### config.mk
export PLATFORM = sky130hd
export DESIGN_NAME = add_seq_ctrl
export DESIGN_NICKNAME = d
export VERILOG_FILES = /design/src/rtl/add_seq_ctrl_pkg.sv /design/src/rtl/add_seq_ctrl_adder4_cla.sv /design/src/rtl/add_seq_ctrl.sv
export SDC_FILE = /design/constraint.sdc
export NUM_CORES = 1
export LEC_CHECK = 0
export CORE_ASPECT_RATIO = 0.7
export CORE_MARGIN = 3
export CORE_UTILIZATION = 60
export DETAILED_ROUTE_END_ITERATION = 8
export DONT_BUFFER_PORTS = 1
export PLACE_DENSITY = 0.74
export SYNTH_ARGS = -nofsm -noshare
export SYNTH_HDL_FRONTEND = slang
export SYNTH_SLANG_ARGS = --single-unit
### constraint.sdc
create_clock -name clk -period 4.65 [get_ports clk]
set_clock_uncertainty 0.05 [all_clocks]
set_input_delay 1.395 -clock clk [delete_from_list [all_inputs] [get_ports clk]]
set_output_delay 1.395 -clock clk [all_outputs]
set_load 0.005 [all_outputs]
### src/rtl/add_seq_ctrl_pkg.sv
// Shared definitions for the slice-serial adder controller: FSM states,
// slice width and the index-width helper.
package add_seq_ctrl_pkg;

    localparam int SLICE_W = 4;

    typedef enum logic [1:0] {
        ST_IDLE = 2'd0,
        ST_RUN  = 2'd1,
        ST_DONE = 2'd2
    } state_t;

    // Slice index needs at least one bit even when there is a single slice.
    function automatic int idx_width(input int nib);
        return (nib > 1) ? $clog2(nib) : 1;
    endfunction

endpackage

### src/rtl/add_seq_ctrl_adder4_cla.sv
// 4-bit carry-lookahead slice; also exposes the carry into bit 3 so the
// caller can derive signed overflow on the most significant slice.
module adder4_cla
    import add_seq_ctrl_pkg::*;
(
    input  logic [SLICE_W-1:0] i_a,
    input  logic [SLICE_W-1:0] i_b,
    input  logic               i_cin,
    output logic [SLICE_W-1:0] o_sum,
    output logic               o_cout,
    output logic               o_c3
);

    logic [SLICE_W-1:0] w_g;
    logic [SLICE_W-1:0] w_p;
    logic [SLICE_W:0]   w_c;

    assign w_g = i_a & i_b;
    assign w_p = i_a ^ i_b;

    // Every carry is a flat sum of generate/propagate terms, no ripple.
    assign w_c[0] = i_cin;
    assign w_c[1] = w_g[0] | (w_p[0] & i_cin);
    assign w_c[2] = w_g[1] | (w_p[1] & w_g[0]) | (w_p[1] & w_p[0] & i_cin);
    assign w_c[3] = w_g[2] | (w_p[2] & w_g[1]) | (w_p[2] & w_p[1] & w_g[0])
                  | (w_p[2] & w_p[1] & w_p[0] & i_cin);
    assign w_c[4] = w_g[3] | (w_p[3] & w_g[2]) | (w_p[3] & w_p[2] & w_g[1])
                  | (w_p[3] & w_p[2] & w_p[1] & w_g[0])
                  | (w_p[3] & w_p[2] & w_p[1] & w_p[0] & i_cin);

    assign o_sum  = w_p ^ w_c[SLICE_W-1:0];
    assign o_cout = w_c[4];
    assign o_c3   = w_c[3];

endmodule

### src/rtl/add_seq_ctrl.sv
// Slice-serial add/subtract controller: one 4-bit lookahead slice is reused
// over NIB cycles, with the carry held in a register between slices.
module add_seq_ctrl
    import add_seq_ctrl_pkg::*;
#(
    parameter int NIB = 4
) (
    input  logic                   clk,
    input  logic                   rst_n,
    input  logic                   in_valid,
    output logic                   in_ready,
    input  logic [SLICE_W*NIB-1:0] a,
    input  logic [SLICE_W*NIB-1:0] b,
    input  logic                   cin,
    input  logic                   sub,
    output logic                   out_valid,
    input  logic                   out_ready,
    output logic [SLICE_W*NIB-1:0] sum,
    output logic                   cout,
    output logic                   ovf,
    output logic                   zero,
    output logic [1:0]             state_dbg
);

    localparam int W     = SLICE_W * NIB;
    localparam int IDX_W = idx_width(NIB);

    // Handshakes: a transfer happens on a rising edge where valid and ready
    // are both 1; ready depends only on state, never on the partner's valid.
    state_t             r_state;
    state_t             r_next;
    logic [W-1:0]       r_a;
    logic [W-1:0]       r_b;
    logic [W-1:0]       r_sum;
    logic               r_carry;
    logic               r_cout;
    logic               r_ovf;
    logic [IDX_W-1:0]   r_idx;

    logic [IDX_W+1:0]   w_lo;
    logic [SLICE_W-1:0] w_slice_sum;
    logic               w_slice_cout;
    logic               w_slice_c3;
    logic               w_last;
    logic               w_accept;

    assign w_lo     = {r_idx, 2'b00};
    assign w_last   = (r_idx == IDX_W'(NIB - 1));
    assign w_accept = (r_state == ST_IDLE) && in_valid;

    adder4_cla u_slice (
        .i_a    (r_a[w_lo +: SLICE_W]),
        .i_b    (r_b[w_lo +: SLICE_W]),
        .i_cin  (r_carry),
        .o_sum  (w_slice_sum),
        .o_cout (w_slice_cout),
        .o_c3   (w_slice_c3)
    );

    always_ff @(posedge clk) begin
        if (!rst_n) begin
            r_state <= ST_IDLE;
        end else begin
            r_state <= r_next;
        end
    end

    always_comb begin
        r_next = r_state;
        case (r_state)
            ST_IDLE: if (in_valid)  r_next = ST_RUN;
            ST_RUN:  if (w_last)    r_next = ST_DONE;
            ST_DONE: if (out_ready) r_next = ST_IDLE;
            default:                r_next = ST_IDLE;
        endcase
    end

    always_comb begin
        in_ready  = (r_state == ST_IDLE);
        out_valid = (r_state == ST_DONE);
        state_dbg = r_state;
    end

    // Subtraction is A + ~B + 1, so the inverted operand is stored up front.
    always_ff @(posedge clk) begin
        if (!rst_n) begin
            r_a     <= '0;
            r_b     <= '0;
            r_sum   <= '0;
            r_carry <= 1'b0;
            r_cout  <= 1'b0;
            r_ovf   <= 1'b0;
            r_idx   <= '0;
        end else if (w_accept) begin
            r_a     <= a;
            r_b     <= sub ? ~b : b;
            r_carry <= sub ? 1'b1 : cin;
            r_idx   <= '0;
        end else if (r_state == ST_RUN) begin
            r_sum[w_lo +: SLICE_W] <= w_slice_sum;
            r_carry                <= w_slice_cout;
            if (w_last) begin
                r_idx  <= '0;
                r_cout <= w_slice_cout;
                r_ovf  <= w_slice_c3 ^ w_slice_cout;
            end else begin
                r_idx  <= r_idx + IDX_W'(1);
            end
        end
    end

    assign sum  = r_sum;
    assign cout = r_cout;
    assign ovf  = r_ovf;
    assign zero = (r_sum == '0);

endmodule

# Word level (Yosys, flattened, before mapping)
# Cells that the tools add are included.
dict set report op_classes {
  addsub 2
  bitwise_logic 33
  magnitude_cmp 0
  n_mux 10
  shifts 4
  div_mod_pow 0
  eq_ne 6
  n_reduce_logical 8
  mul 0
}
# operator n
set op_table {}
lappend op_table {{variable part select 16 x 5 -> 4 bit} 2}
lappend op_table {{AND 1 bit} 16}
lappend op_table {{bitwise mux 16 bit} 1}
lappend op_table {{zero test 16 bit} 1}
lappend op_table {{2-to-1 mux 16 bit} 1}
lappend op_table {{NOT 16 bit} 1}
lappend op_table {{variable shift 4 x 6 -> 16 bit, first input constant} 1}
lappend op_table {{variable part select 4 x 6 -> 16 bit} 1}
lappend op_table {{bitwise OR 1 bit} 10}
lappend op_table {{2-to-1 mux 2 bit} 4}
lappend op_table {{bitwise XOR 4 bit} 2}
lappend op_table {{negator 4 -> 6 bit} 1}
lappend op_table {{one-hot mux 2 bit (3 select lines)} 1}
lappend op_table {{AND reduction 3 bit} 2}
lappend op_table {{AND 4 bit} 1}
lappend op_table {{== test 2 bit, second input constant} 2}
lappend op_table {{!= test 2 bit, second input constant} 2}
lappend op_table {{2-to-1 mux 1 bit} 3}
lappend op_table {{adder 2 x 1 -> 2 bit, second input constant} 1}
lappend op_table {{== test 2 x 1 -> 1 bit, second input constant} 1}
lappend op_table {{zero test 2 bit} 1}
lappend op_table {{!= test 2 x 1 -> 1 bit, second input constant} 1}
lappend op_table {{NOT 1 bit} 2}
lappend op_table {{AND reduction 2 bit} 1}
lappend op_table {{4 further kinds} 4}
dict set report totals {
  output_inout_bits 23
  latch_bits 0
  register_bits 55
  wordCells 71
  inputBits 38
  ram_bits 0
  rom_bits 0
  n_memories 0
}

# Logic depth before layout (Yosys ltp)
dict set report logic_depth {
  ltp_word 9
  ltp_mapped 7
  mapped_depth_nobuf 6
}

# Hierarchy
# A second synthesis with hierarchy kept.
dict set report unflattened {
  hier_cells 245
  hier_area_um2 2713.9
}
# mod area_per_inst_um2 n_inst seq_area_each_um2 cells_each
set by_module_without_submodules {}
lappend by_module_without_submodules {add_seq_ctrl 2558.7 1 1101.1 227}
lappend by_module_without_submodules {adder4_cla 155.1 1 0.0 18}

# Worst setup path after synthesis
# OpenSTA, ideal clock, no wires.
dict set report synth_timing {
  path_type {reg2reg}
  start {register r_idx[0]}
  end {register r_sum[11], in the netlist sum[11]}
  setup_ns 0.069
  period_less_slack_ns 2.577
  slack_ns 2.073
  required_time_ns 4.531
  n_path_buf 1
  path_stages_with_launch 8
  t_arrival_ns 2.458
  cell_sequence {dfxtp_1 -> buf_2 -> mux4_2 -> ha_1 -> a211o_1 -> a211oi_1 -> or4b_4 -> o21ai_1}
}
dict set report synth_between {
  elab_chain_cells 9
  word_cells_on_any_way 24
  cone_classes {add/sub (1); shift (4); mux (1); bitwise (18)}
}
# element line
set synth_lines {}
lappend synth_lines {{start, declared} add_seq_ctrl.sv:38} ;# logic [IDX_W-1:0] r_idx;
lappend synth_lines {{start signal, assigned} add_seq_ctrl.sv:107} ;# r_idx <= r_idx + IDX_W'(1);
lappend synth_lines {{variable part select 16 x 5 -> 4 bit (on tied branches)} {add_seq_ctrl.sv:52, add_seq_ctrl.sv:53}}
lappend synth_lines {{bitwise XOR 4 bit or AND 4 bit (tied branches)} {add_seq_ctrl_adder4_cla.sv:19, add_seq_ctrl_adder4_cla.sv:18}}
lappend synth_lines {{AND 1 bit (on tied branches)} {add_seq_ctrl_adder4_cla.sv:25, add_seq_ctrl_adder4_cla.sv:26}}
lappend synth_lines {{bitwise OR 1 bit, or another cell as far along} add_seq_ctrl_adder4_cla.sv:25} ;# assign w_c[3] = w_g[2] | (w_p[2] & w_g[1]) | (w_p[2] & w_p[1] & w_g[0])
lappend synth_lines {{bitwise OR 1 bit or AND 1 bit (tied branches)} {add_seq_ctrl_adder4_cla.sv:25, add_seq_ctrl_adder4_cla.sv:26}}
lappend synth_lines {{bitwise OR 1 bit} add_seq_ctrl_adder4_cla.sv:26} ;# | (w_p[2] & w_p[1] & w_p[0] & i_cin);
lappend synth_lines {{bitwise XOR 4 bit} add_seq_ctrl_adder4_cla.sv:31} ;# assign o_sum = w_p ^ w_c[SLICE_W-1:0];
lappend synth_lines {{variable part select 4 x 6 -> 16 bit} add_seq_ctrl.sv:100} ;# r_sum[w_lo +: SLICE_W] <= w_slice_sum;
lappend synth_lines {{bitwise mux 16 bit *} add_seq_ctrl.sv:100}
lappend synth_lines {{end signal, assigned by index} add_seq_ctrl.sv:100}
lappend synth_lines {{end, declared} add_seq_ctrl.sv:34} ;# logic [W-1:0] r_sum;
# Mark *: on every way between the ends. The rest lies on a longest branch, timed or not.
# A chain may end at the register's enable or synchronous reset.

# Worst setup path after layout
dict set report layout_timing {
  start {register r_sum[0], in the netlist sum[0]}
  end {output port zero}
}
dict set report layout_between {
  elab_chain_cells 1
}
# element line
set layout_lines {}
lappend layout_lines {{zero test 16 bit} add_seq_ctrl.sv:115} ;# assign zero = (r_sum == '0);
lappend layout_lines {{end, declared} add_seq_ctrl.sv:21} ;# output logic zero,
# No other way between the ends.

==> results.cfg <==
[synth]
syn-num-nets = 340
synth-edff-count = 0
syn_area_um2 = 2724
netlist.top_cell.by_area = dfxtp_1
netlist_top_cells_count = nand2_1 (59), dfxtp_1 (55), a21boi_0 (16), o211a_1 (16), xnor2_1 (16)
avgSynthCellArea_um2 = 9.393
ys_ff_latch = 55
synth.top_cells.by_area = dfxtp_1 (40%), nand2_1 (8.1%), mux4_2 (6.6%)
synth.most_common_cell = nand2_1
synthFlopType = dfxtp_1
synth_cells = 290
synth_cell_types = 42
ys_seq_area_share_pct = 40.42
ys_warn_count = 0
synthArstFlopShare_pct = 0
synth_top_area_share_pct = 40.42

[drt]
wire_per_inst_um = 17.54
drc = 0
top_layer = met4
viasPerCell = 6.117
wl_met2_um = 2254
met1_length_um = 2997
drtIter0Drc = 146
wl_um = 5859
drtPass1Iterations = 4
wl_met3_um = 523
vias = 2043
postRouteAntennaNets = 0

[pwr]
power.density_nw_per_um2 = 330.3
irDropWorstVdd_uv = 256.2
p_leak_nw = 1.165

[grt]
antenna_found_initial = 0
grt_start_max_net_pins = 58
grt_pass1_vias = 1882
grt_pass1_wl_um = 9763
grt_overflow_total = 0
grtUsageTotal_pct = 23.19

[clock_tree]
clock_latency_ps = 300
clkTransAtPathRegs_ps = 90
cts_htree_levels = 2
clk_path_buf_depth = 2
cts-buffers-inserted = 5
ctsResizeCount = 0
postCtsHoldBufs = 0
cts_root_buffer = clkbuf_8
cts_tree = built
cts.sinks = 55
post_cts_buffers = 0

[setup_path]
cp-end-kind = output port
arrival_ps = 1450
path_class = reg2out
crit_path_max_fanout = 3
start_kind = flip-flop
crit_required_ps = 3200

[timing]
setup_viol = 0
setup_tns_ps = 0
max_freq_mhz = 345.9
slew_headroom_pct = 47.28
hold_viol = 0
slew_viol_final = 0
fin_crit_sh_pct = 62.18
worst_pin_slew_ps = 789.7
hold_slack_ps = 416.1
rsz0062_at_grt = no
timing.final.crit_period_ps = 2891

[floorplanning]
die_x_um = 86.53
core.rowCount = 19
core_um2 = 4136
pin_count = 61
die_h_um = 62.37
dieArea_um2 = 5397
initial_core_util_pct = 65.85

[job]
maxCapViolations = 0

[placement]
dp_cells = 326
portBuffers = 0
place_area_um2 = 2724
hpwl_um = 4324
gp_congestion = 0.8490

[run_status]
status = finished clean

[final_layout]
fin_cells = 334
antenna_cells = 0
drive_above_1_share_pct = 7.801
nNetsFinal = 331
final_area_um2 = 2824
area_growth_pct = 3.675

[hold_path]
hold_path_class = reg2reg
-- cell families after synthesis --
kind of cell / count (synthesis) / synth area share [%]
AO/OA/AOI/OAI: 65 / 18.24
flip-flops: 55 / 40.42
buffers and inverters: 24 / 3.629
XOR/XNOR: 17 / 5.466
adder cells (fa/ha/maj): 12 / 5.788
multiplexers: 9 / 6.982
AND/OR/NAND/NOR: 108 / 19.48
-- sequential cells by signal, indices dropped and copies added, names as in the netlist --
register,cells
cout,1
r_idx,2
state_dbg,2
r_a,16
r_carry,1
ovf,1
sum,16
r_b,16
-- stage by stage --
stage	utilization [%]	setup slack (ps)	total power (W)
after floorplan	-	2073	0.0006383
after global routing	68.27	1552	0.0009815
after global placement	65.85	1848	0.0006593
after CTS	68.27	1746	0.0009393
final	68.27	1759	0.0009327
after detailed placement	65.85	1743	0.0006624
-- layout make-up --
type                            instances  area, µm²
Clock buffer                            8      100.1
Fill cell                             343       1313
Inverter                                7      26.28
Multi-Input combinational cell        211       1524
Sequential cell                        55       1101
Tap cell                               52      65.06
Timing Repair Buffer                    1      7.507
-- worst max-delay path: stages (launching register included) --
cell     delay (ps)
dfxtp_1         350
nor4_1          510
and4_1          290
-- placed cells by master (no fill, tap or decap), types with 4 or more instances in the layout --
cell,n
o21ai_1,4
o21ai_0,5
a22oi_1,8
nor2b_1,14
clkbuf_8,7
ha_1,11
mux4_2,8
nor4_1,5
a21boi_0,16
inv_1,7
xnor2_1,16
nand2_1,59
a21oi_1,6
nand3_1,7
o211a_1,16
dfxtp_1,55
nor2_1,9
-- per-layer routing --
layer / track usage, % / vias to the layer above
met5: 0 / -
met4: 7.782 / 0
met3: 6.851 / 8
met2: 28.72 / 79
met1: 37.12 / 951
li1: - / 1005
-- report_power, final --
part	switching, W	leakage [nW]	total [W]	internal [W]
combinational	0.0000700	0.664	0.000136	0.0000656
clock	0.000143	0.0515	0.000280	0.000136
sequential	0.0000219	0.450	0.000518	0.000496
-- path summary, 6_finish.rpt --
check | startpoint | to | slack, ps | depth (start not counted)
max | sum[0] | zero | 1760 | 2
min reg2reg | r_a[15] | r_a[15] | 420 | 2
min | r_a[15] | r_a[15] | 420 | 2
max reg2reg | r_idx[0] | sum[3] | 1760 | 6
No activity file was read; power rests on OpenSTA's default activity.
==> RTL edit (same flow settings) <==
The parameter `NIB` goes from 4 to 5.
--- a/src/rtl/add_seq_ctrl.sv
+++ b/src/rtl/add_seq_ctrl.sv
@@ -3,7 +3,7 @@
 module add_seq_ctrl
     import add_seq_ctrl_pkg::*;
 #(
-    parameter int NIB = 4
+    parameter int NIB = 5
 ) (
     input  logic                   clk,
     input  logic                   rst_n,
Interface: changed (resized a, b and sum); port bits go from 61 to 73. No check against the original RTL was run, so the function may have changed too.
==> RTL edit against the unedited design <==
Core utilization fell by 0.98 points. Routed wire length up 26%. Final area grew 27%. Area after synthesis grew 24%. Clock power increased by 88%. Sequential cell count grew 13. Worst setup slack got worse by 0.23 ns. Synthesized cell count up 31%. Power is 44% higher. Critical endpoint is now sum[15]. Largest cell class unchanged. Largest power group unchanged.
==> RTL edit: results (changes against the unedited design) <==
postPlaceCellArea_mm2: 0.00338  # +24%
r2r_setup_slack_ns: 1.53  # -0.23 ns
synth_compound_area_frac: 0.180  # -0.00236
place_congestion: 0.807  # -5.0%
clk_latency_ns: 0.34  # +0.04 ns
hpwl_um: 5250  # +22%
drt_first_pass_iters: 4  # unchanged
initialDrtViolationCount: 178  # +22%
grtUsageMet2: 0.313  # +0.0262
fillers: 457  # +33%
syn_inst: 379  # +31%
grt.met3_usage: 0.0781  # +0.00958
synth-adder-area-share: 0.0393  # -0.0186
met1_usage: 0.337  # -0.0340
vias: 2615  # +28%
cts-buffers-inserted: 9  # +4
placed_cells: 426  # +31%
netlist_top_cells_area: "dfxtp_1 (40%), nand2_1 (8.8%), mux2i_1 (8.3%)"
stdcell_count: 441  # +32%
drive_gt1_frac: 0.0705  # -0.00755
grt_pass1_vias: 2300  # +22%
cp.arrival_ns: 3.28  # +1.83 ns
ys_types: 44  # +4.8%
h-tree-depth: 3  # +1
synth_commonest_cells: "nand2_1 (79), dfxtp_1 (68), mux2i_1 (28)"
gr-usage-all-layers: 0.229  # -0.00302
layout.nets: 421  # +27%
status: "finished clean"
ys.warnings.count: 0  # unchanged
worstPathMaxFanout: 14  # +11
holdWs_ns: 0.418  # +0.00206 ns
grt_pass1_wl_um: 11300  # +16%
wl_um: 7360  # +26%
ir_drop_mv: 0.254  # -0.70%
grt_max_degree: 71  # +22%
p_leak_nw: 1.48  # +27%
relSlewSlack: 0.488  # +0.0155
path_clk_slew_ns: 0.07  # -0.02 ns
cts-root-buf: "clkbuf_8"
muxShareOfSynthArea: 0.0896  # +0.0198
yosys.area_share.xor_xnor: 0.0544  # -0.000218
ys_seq_area_frac: 0.403  # -0.00126
-- RTL edit: cell types whose count changed after synthesis, moves of 5 or more --
cell and change:
a22oi_1 -8, o22ai_1 +10, nor2_1 +12, mux2i_1 +27, inv_1 -5, clkbuf_1 +10
dfxtp_1 +13, mux4_2 -7, nand2_1 +20
-- RTL edit: per-layer routing --
metal  vias to the layer above  wire length (um)
met3                         9               575
met1                      1227              3670
met5                         -                 0
met4                         0                66
met2                        89              3050
li1                       1290                 -
-- RTL edit: worst max-delay path, stage by stage (launching register included) --
cell and delay (ns):
dfxtp_1 0.74, clkinv_1 0.41, nand2_1 0.29, o22ai_1 0.20, ha_1 0.37, a211oi_1 0.24
o21bai_1 0.15, o2111ai_1 0.39, o21ai_0 0.15
-- RTL edit: worst paths after layout --
| kind | start | end | cells past startpoint |
|---|---|---|---|
| worst max register to register | r_idx[2] | sum[15] | 8 |
| worst min-delay path | r_a[10] | r_a[10] | 2 |
| worst max-delay path | r_idx[2] | sum[15] | 8 |
| worst min register to register | r_a[10] | r_a[10] | 2 |
-- RTL edit: final cells by class --
type | instances | area share
multi-input cells | 280 | 0.528
flip-flops and latches | 68 | 0.379
clock buffers | 9 | 0.0345
clock inverters | 6 | 0.0251
well taps | 72 | 0.0251
repair buffers | 2 | 0.00418
inverters | 4 | 0.00418
-- RTL edit: per-stage QoR --
stage | utilization | setup slack (ns)
after floorplan | - | 1.95
after global placement | 0.633 | 1.66
after detailed placement | 0.633 | 1.62
after CTS | 0.673 | 1.61
after global routing | 0.673 | 1.28
final | 0.673 | 1.53
-- RTL edit: where the power goes --
part | internal [mW] | switching [mW]
clock network | 0.300 | 0.225
registers | 0.615 | 0.0253
logic | 0.0787 | 0.0954
total | 0.993 | 0.346
